### src/rtl/cve2_fetch_fifo_pkg.sv
// cve2_fetch_fifo_pkg: shared constants for the fetch FIFO.
// WORD_W   - width of a fetched bus word.
// OPC_FULL - low two bits of a halfword marking a full-width (non-compressed) instruction.
package cve2_fetch_fifo_pkg;
    localparam int unsigned WORD_W   = 32;
    localparam logic [1:0]  OPC_FULL = 2'b11;
endpackage

### src/rtl/cve2_fetch_fifo.sv
// cve2_fetch_fifo: instruction-word FIFO that realigns compressed/unaligned instructions for the IF stage.
// Ports:
//   clk_i, rst_ni            clock, asynchronous active-low reset
//   clear_i, in_addr_i       flush all entries and load a new instruction address
//   busy_o                   bit k = entry k+1 holds a word (throttles the bus requester)
//   in_valid_i/rdata/err     word-aligned bus response
//   out_valid_o/ready_i      instruction handshake towards IF
//   out_addr/rdata/err/err_plus2  instruction address, bits and fetch-error flags
module cve2_fetch_fifo
    import cve2_fetch_fifo_pkg::*;
#(
    parameter int unsigned NUM_REQS = 2
) (
    input  logic              clk_i,
    input  logic              rst_ni,
    input  logic              clear_i,
    output logic [NUM_REQS-1:0] busy_o,
    input  logic              in_valid_i,
    input  logic [31:0]       in_addr_i,
    input  logic [WORD_W-1:0] in_rdata_i,
    input  logic              in_err_i,
    output logic              out_valid_o,
    input  logic              out_ready_i,
    output logic [31:0]       out_addr_o,
    output logic [WORD_W-1:0] out_rdata_o,
    output logic              out_err_o,
    output logic              out_err_plus2_o
);
    localparam int unsigned DEPTH = NUM_REQS + 1;

    logic [DEPTH-1:0]             valid_q, valid_d, err_q, err_d;
    logic [DEPTH-1:0][WORD_W-1:0] rdata_q, rdata_d;
    logic [31:1]                  addr_q;
    logic [WORD_W-1:0]            head_rdata;
    logic [15:0]                  second_lo;
    logic head_err, head_present, second_err, second_present;
    logic unaligned, compressed, split, hs, pop, push, placed;
    logic unused_addr_lsb;

    function automatic logic is_compressed(input logic [1:0] lsb);
        return lsb != OPC_FULL;
    endfunction

    // Empty slots are filled straight from the bus so a word can be used the cycle it arrives.
    assign head_present   = valid_q[0] | in_valid_i;
    assign head_rdata     = valid_q[0] ? rdata_q[0] : in_rdata_i;
    assign head_err       = valid_q[0] ? err_q[0] : in_err_i;
    assign second_present = valid_q[1] | (valid_q[0] & in_valid_i);
    assign second_lo      = valid_q[1] ? rdata_q[1][15:0] : in_rdata_i[15:0];
    assign second_err     = valid_q[1] ? err_q[1] : in_err_i;

    assign unaligned  = addr_q[1];
    assign compressed = is_compressed(unaligned ? head_rdata[17:16] : head_rdata[1:0]);
    // A 32-bit instruction straddling two words; a head error is reported without waiting for word two.
    assign split      = unaligned & ~compressed;

    assign out_valid_o     = ~clear_i & (split ? second_present | (head_present & head_err) : head_present);
    assign out_rdata_o     = unaligned ? {second_lo, head_rdata[31:16]} : head_rdata;
    assign out_addr_o      = {addr_q, 1'b0};
    assign out_err_o       = out_valid_o & (head_err | (split & second_present & second_err));
    assign out_err_plus2_o = out_valid_o & split & second_present & second_err & ~head_err;
    assign busy_o          = valid_q[DEPTH-1:1];
    assign unused_addr_lsb = in_addr_i[0];

    assign hs   = out_valid_o & out_ready_i;
    // An aligned compressed instruction leaves its upper half in the head word.
    assign pop  = hs & (unaligned | ~compressed);
    // A bypassed head word that is consumed in the same cycle is never stored.
    assign push = in_valid_i & ~(pop & ~valid_q[0]);

    always_comb begin
        valid_d = valid_q;
        rdata_d = rdata_q;
        err_d   = err_q;
        placed  = 1'b0;
        if (pop) begin
            for (int i = 0; i < int'(DEPTH) - 1; i++) begin
                valid_d[i] = valid_q[i+1];
                rdata_d[i] = rdata_q[i+1];
                err_d[i]   = err_q[i+1];
            end
            valid_d[DEPTH-1] = 1'b0;
        end
        for (int i = 0; i < int'(DEPTH); i++) begin
            if (push && !placed && !valid_d[i]) begin
                valid_d[i] = 1'b1;
                rdata_d[i] = in_rdata_i;
                err_d[i]   = in_err_i;
                placed     = 1'b1;
            end
        end
    end

    always_ff @(posedge clk_i or negedge rst_ni) begin
        if (!rst_ni) begin
            valid_q <= '0;
            rdata_q <= '0;
            err_q   <= '0;
            addr_q  <= '0;
        end else if (clear_i) begin
            valid_q <= '0;
            addr_q  <= in_addr_i[31:1];
        end else begin
            valid_q <= valid_d;
            rdata_q <= rdata_d;
            err_q   <= err_d;
            if (hs) addr_q <= addr_q + (compressed ? 31'd1 : 31'd2);
        end
    end

    assert property (@(posedge clk_i) disable iff (!rst_ni)
        !(in_valid_i && (&valid_q) && !pop && !clear_i));
endmodule
### config.mk
export PLATFORM = sky130hd
export DESIGN_NAME = cve2_fetch_fifo
export DESIGN_NICKNAME = d
export VERILOG_FILES = /design/src/rtl/cve2_fetch_fifo_pkg.sv /design/src/rtl/cve2_fetch_fifo.sv
export SDC_FILE = /design/constraint.sdc
export NUM_CORES = 1
export LEC_CHECK = 0
export CORE_ASPECT_RATIO = 2
export CORE_MARGIN = 8
export CORE_UTILIZATION = 54
export CTS_CLUSTER_DIAMETER = 150
export DETAILED_ROUTE_END_ITERATION = 16
export GPL_ROUTABILITY_DRIVEN = 0
export PLACE_DENSITY = 0.79
export SYNTH_ARGS = -nofsm -noshare
export SYNTH_HDL_FRONTEND = slang
export SYNTH_SLANG_ARGS = --single-unit
### constraint.sdc
create_clock -name clk_i -period 4.75 [get_ports clk_i]
set_input_delay 0.95 -clock clk_i [delete_from_list [all_inputs] [get_ports clk_i]]
set_output_delay 0.95 -clock clk_i [all_outputs]
set_load 0.01 [all_outputs]
==> results.cfg <==
[yosys]
synth_area_sq_mm = 0.007843
synth_xor_area_share_pct = 0.4467
ys_seq_area_share_pct = 42.44
ys_async_sr_fraction_pct = 100.0
synth_compound_area_share_pct = 17.76
synth_top_family_by_area = simple AND/OR/NAND/NOR gates
synth_common_cells = nand3_1 (148), dfrtp_1 (133), clkbuf_1 (48)
synth_adder_area_share_pct = 1.021
syn_inst = 827
syn_avg_cell_area_sq_um = 9.483
yosysTopAreaCellShare_pct = 42.44
synth_warnings = 0
synth_most_common_cell = nand3_1
netlist_top_cells_area = dfrtp_1 (42%), nand3_1 (9.4%), mux2_1 (4.3%)
yosysUniqueCellTypes = 60
syn_nets = 902
synthFlopType = dfrtp_1
synthMuxAreaShare_pct = 11.92
yosys.area.top_type = dfrtp_1
synth_edf_count = 0
yosys.area_share.simple_pct = 19.40
ys_seq_elements = 133

[power]
power.leakage_nw = 3.813
pwr_density_cell_mw_per_mm2 = 417.2
peakVddDrop_v = 0.0002872

[global_routing]
grt_use_total_pct = 26.17
antenna_found_initial = 0
grt_pass1_vias = 7393
grt.overflow.total = 0
grt_max_degree = 78
grt_pass1_wl_mm = 39.18

[route]
firstDrtPassIters = 5
drtIter0Drc = 578
dr_total_vias = 7357
via_per_inst = 6.499
avgRoutedWirePerCell_microns = 21.70
postRouteAntennaNets = 0
drc = 0
routed_wl_mm = 24.57

[final_layout]
regArea_sq_mm = 0.003331
diodes = 0
nNetsFinal = 1003
syn_to_final_growth_pct = 26.29
fillers = 1128
utilization_pct = 69.39
layout-drive-gt1-share_pct = 9.468
multi_input_area_sq_mm = 0.003990
fin_cells = 1132

[clock_network]
htreeDepth = 4
clk_pin_slew_worst_paths_ps = 60
ctsRootBufferMaster = clkbuf_16
numCtsBuffers = 17
clockBufferDepth = 2
cts.sinks = 133
postCtsSetupBuffers = 0
cts_tree = built
insertion_delay_ps = 420
ctsHoldBuffers = 0
cts-resized-gates = 0

[placement]
numPortBuffers = 136
dp.final_hpwl_mm = 15.71
place_inst = 1101

[critical_path]
path_common_cell = clkdlybuf4s50_1
cp-start-kind = input port
path_class = in2out
max_stage_delay_ps = 590
crit_required_ps = 3800
crit_arrival_ps = 3620
end_kind = output port
r2r_slack_ps = 1150
worstPathMaxFanout = 4
cp_slowest_cell = clkdlybuf4s50_1
crit_path_cell_trace = clkdlybuf4s50_1, mux2i_1, a21oi_1, nand2_1, inv_1, ha_1, or4b_4, o31ai_4, nor3_2, a21boi_0, clkdlybuf4s50_1

[die]
die_x_microns = 101.2
chipHeight_microns = 186.4
die_area_sq_mm = 0.01887
coreArea_sq_mm = 0.01427
start_util_pct = 54.94
rows = 62
num_io_pins = 139

[timing]
setup_viol = 0
fin_setup_tns_ps = 0
holdWs_ps = 487.5
fmax_mhz = 218.7
hold_violations = 0
slew_viol_final = 0
finalCritPeriodShare_pct = 96.24
relSlewSlack_pct = 35.84
fin_skew_ps = 11.12
rsz0062_at_grt = false
tightest_slew_ps = 962.5
finalCriticalPeriod_ps = 4572

[status]
status = finished clean

[min_path]
min_path_type = reg2reg

[flow_run]
max_cap_viol_count = 0
==> critical path, delay by kind of cell <==
kind / cells / cell delay (ps)
and+or+nand+nor: 3 / 700
muxes: 1 / 150
adders and majority gates: 1 / 190
buffers and inverters: 3 / 1170
AOI/OAI and AO/OA: 3 / 440
==> metrics by stage <==
stage	cell area, sq um	total power [W]	worst slack (ps)
final	9905	0.004133	178.4
after global routing	9905	0.004311	37.90
after CTS	9899	0.004140	86.58
after detailed placement	9300	0.002763	93.28
after global placement	9300	0.002724	155.3
after floorplan	7843	0.002234	803.8
==> state kept, by name, indices dropped and copies added (netlist names) <==
register  flops
rdata_q      96
err_q         3
valid_q       3
addr_q       31
==> worst paths after layout <==
check	from	to	depth (start not counted)
min reg2reg	rdata_q[78]$_DFFE_PN0P_	rdata_q[78]$_DFFE_PN0P_	1
max in group asynchronous	rst_ni	rdata_q[23]$_DFFE_PN0P_	2
min	rdata_q[78]$_DFFE_PN0P_	rdata_q[78]$_DFFE_PN0P_	1
max	in_rdata_i[16]	out_err_o	11
min in group asynchronous	rst_ni	addr_q[2]$_DFFE_PN0P_	1
max reg2reg	addr_q[1]$_DFFE_PN0P_	rdata_q[12]$_DFFE_PN0P_	9
==> report_power, final <==
| group | internal, W | total [W] | switching (W) | leakage [nW] |
|---|---|---|---|---|
| Sequential | 0.00140 | 0.00161 | 0.000206 | 1.71 |
| Combinational | 0.000566 | 0.00115 | 0.000589 | 1.82 |
| Clock | 0.000831 | 0.00137 | 0.000540 | 0.284 |
| Total | 0.00280 | 0.00413 | 0.00133 | 3.81 |
==> routing by layer <==
layer	global-route usage, %	share of wire (%)	vias to the layer above
li1	-	-	3300
met1	29.28	37	3648
met2	45.59	53	344
met3	4.698	7.1	65
met4	13.06	3.5	0
met5	0	0	-
==> cell type report <==
| cell class | instances | share of cell area [%] |
|---|---|---|
| Multi-Input combinational cell | 568 | 40.29 |
| Sequential cell | 133 | 33.63 |
| Timing Repair Buffer | 160 | 15.79 |
| Clock buffer | 18 | 4.333 |
| Tap cell | 192 | 2.425 |
| Inverter | 48 | 1.819 |
| Clock inverter | 13 | 1.718 |
==> kinds of logic (layout without fill, tap and decap cells) <==
kind of cell | count (synthesis) | in the layout
buf+inv | 126 | 239
xor+xnor | 4 | 4
compound gates | 200 | 200
mux | 71 | 71
other cells | 1 | 1
simple gates | 286 | 286
flops | 133 | 133
fa+ha+maj | 6 | 6
==> placed cells by master (no fill, tap or decap), types with 3 or more instances in the layout <==
cell type / count
mux2_2: 5
nor2_1: 31
and3_1: 3
mux2i_1: 21
nand2b_1: 5
mux2_1: 30
o21ai_0: 41
a211oi_1: 19
clkdlybuf4s50_1: 135
nand4_1: 7
o211ai_1: 34
dfrtp_1: 131
or4_1: 16
a31oi_1: 17
clkbuf_16: 17
bufinv_16: 3
o31a_1: 3
o221ai_1: 33
nand2_1: 26
ha_1: 4
nand3_1: 148
inv_6: 5
inv_1: 47
nor2b_1: 19
or3_1: 7
nor3_1: 6
nor4_1: 5
a21oi_1: 23
buf_4: 23
clkinvlp_4: 3
o31ai_1: 16
mux4_2: 14
No activity file was read; power rests on OpenSTA's default activity.
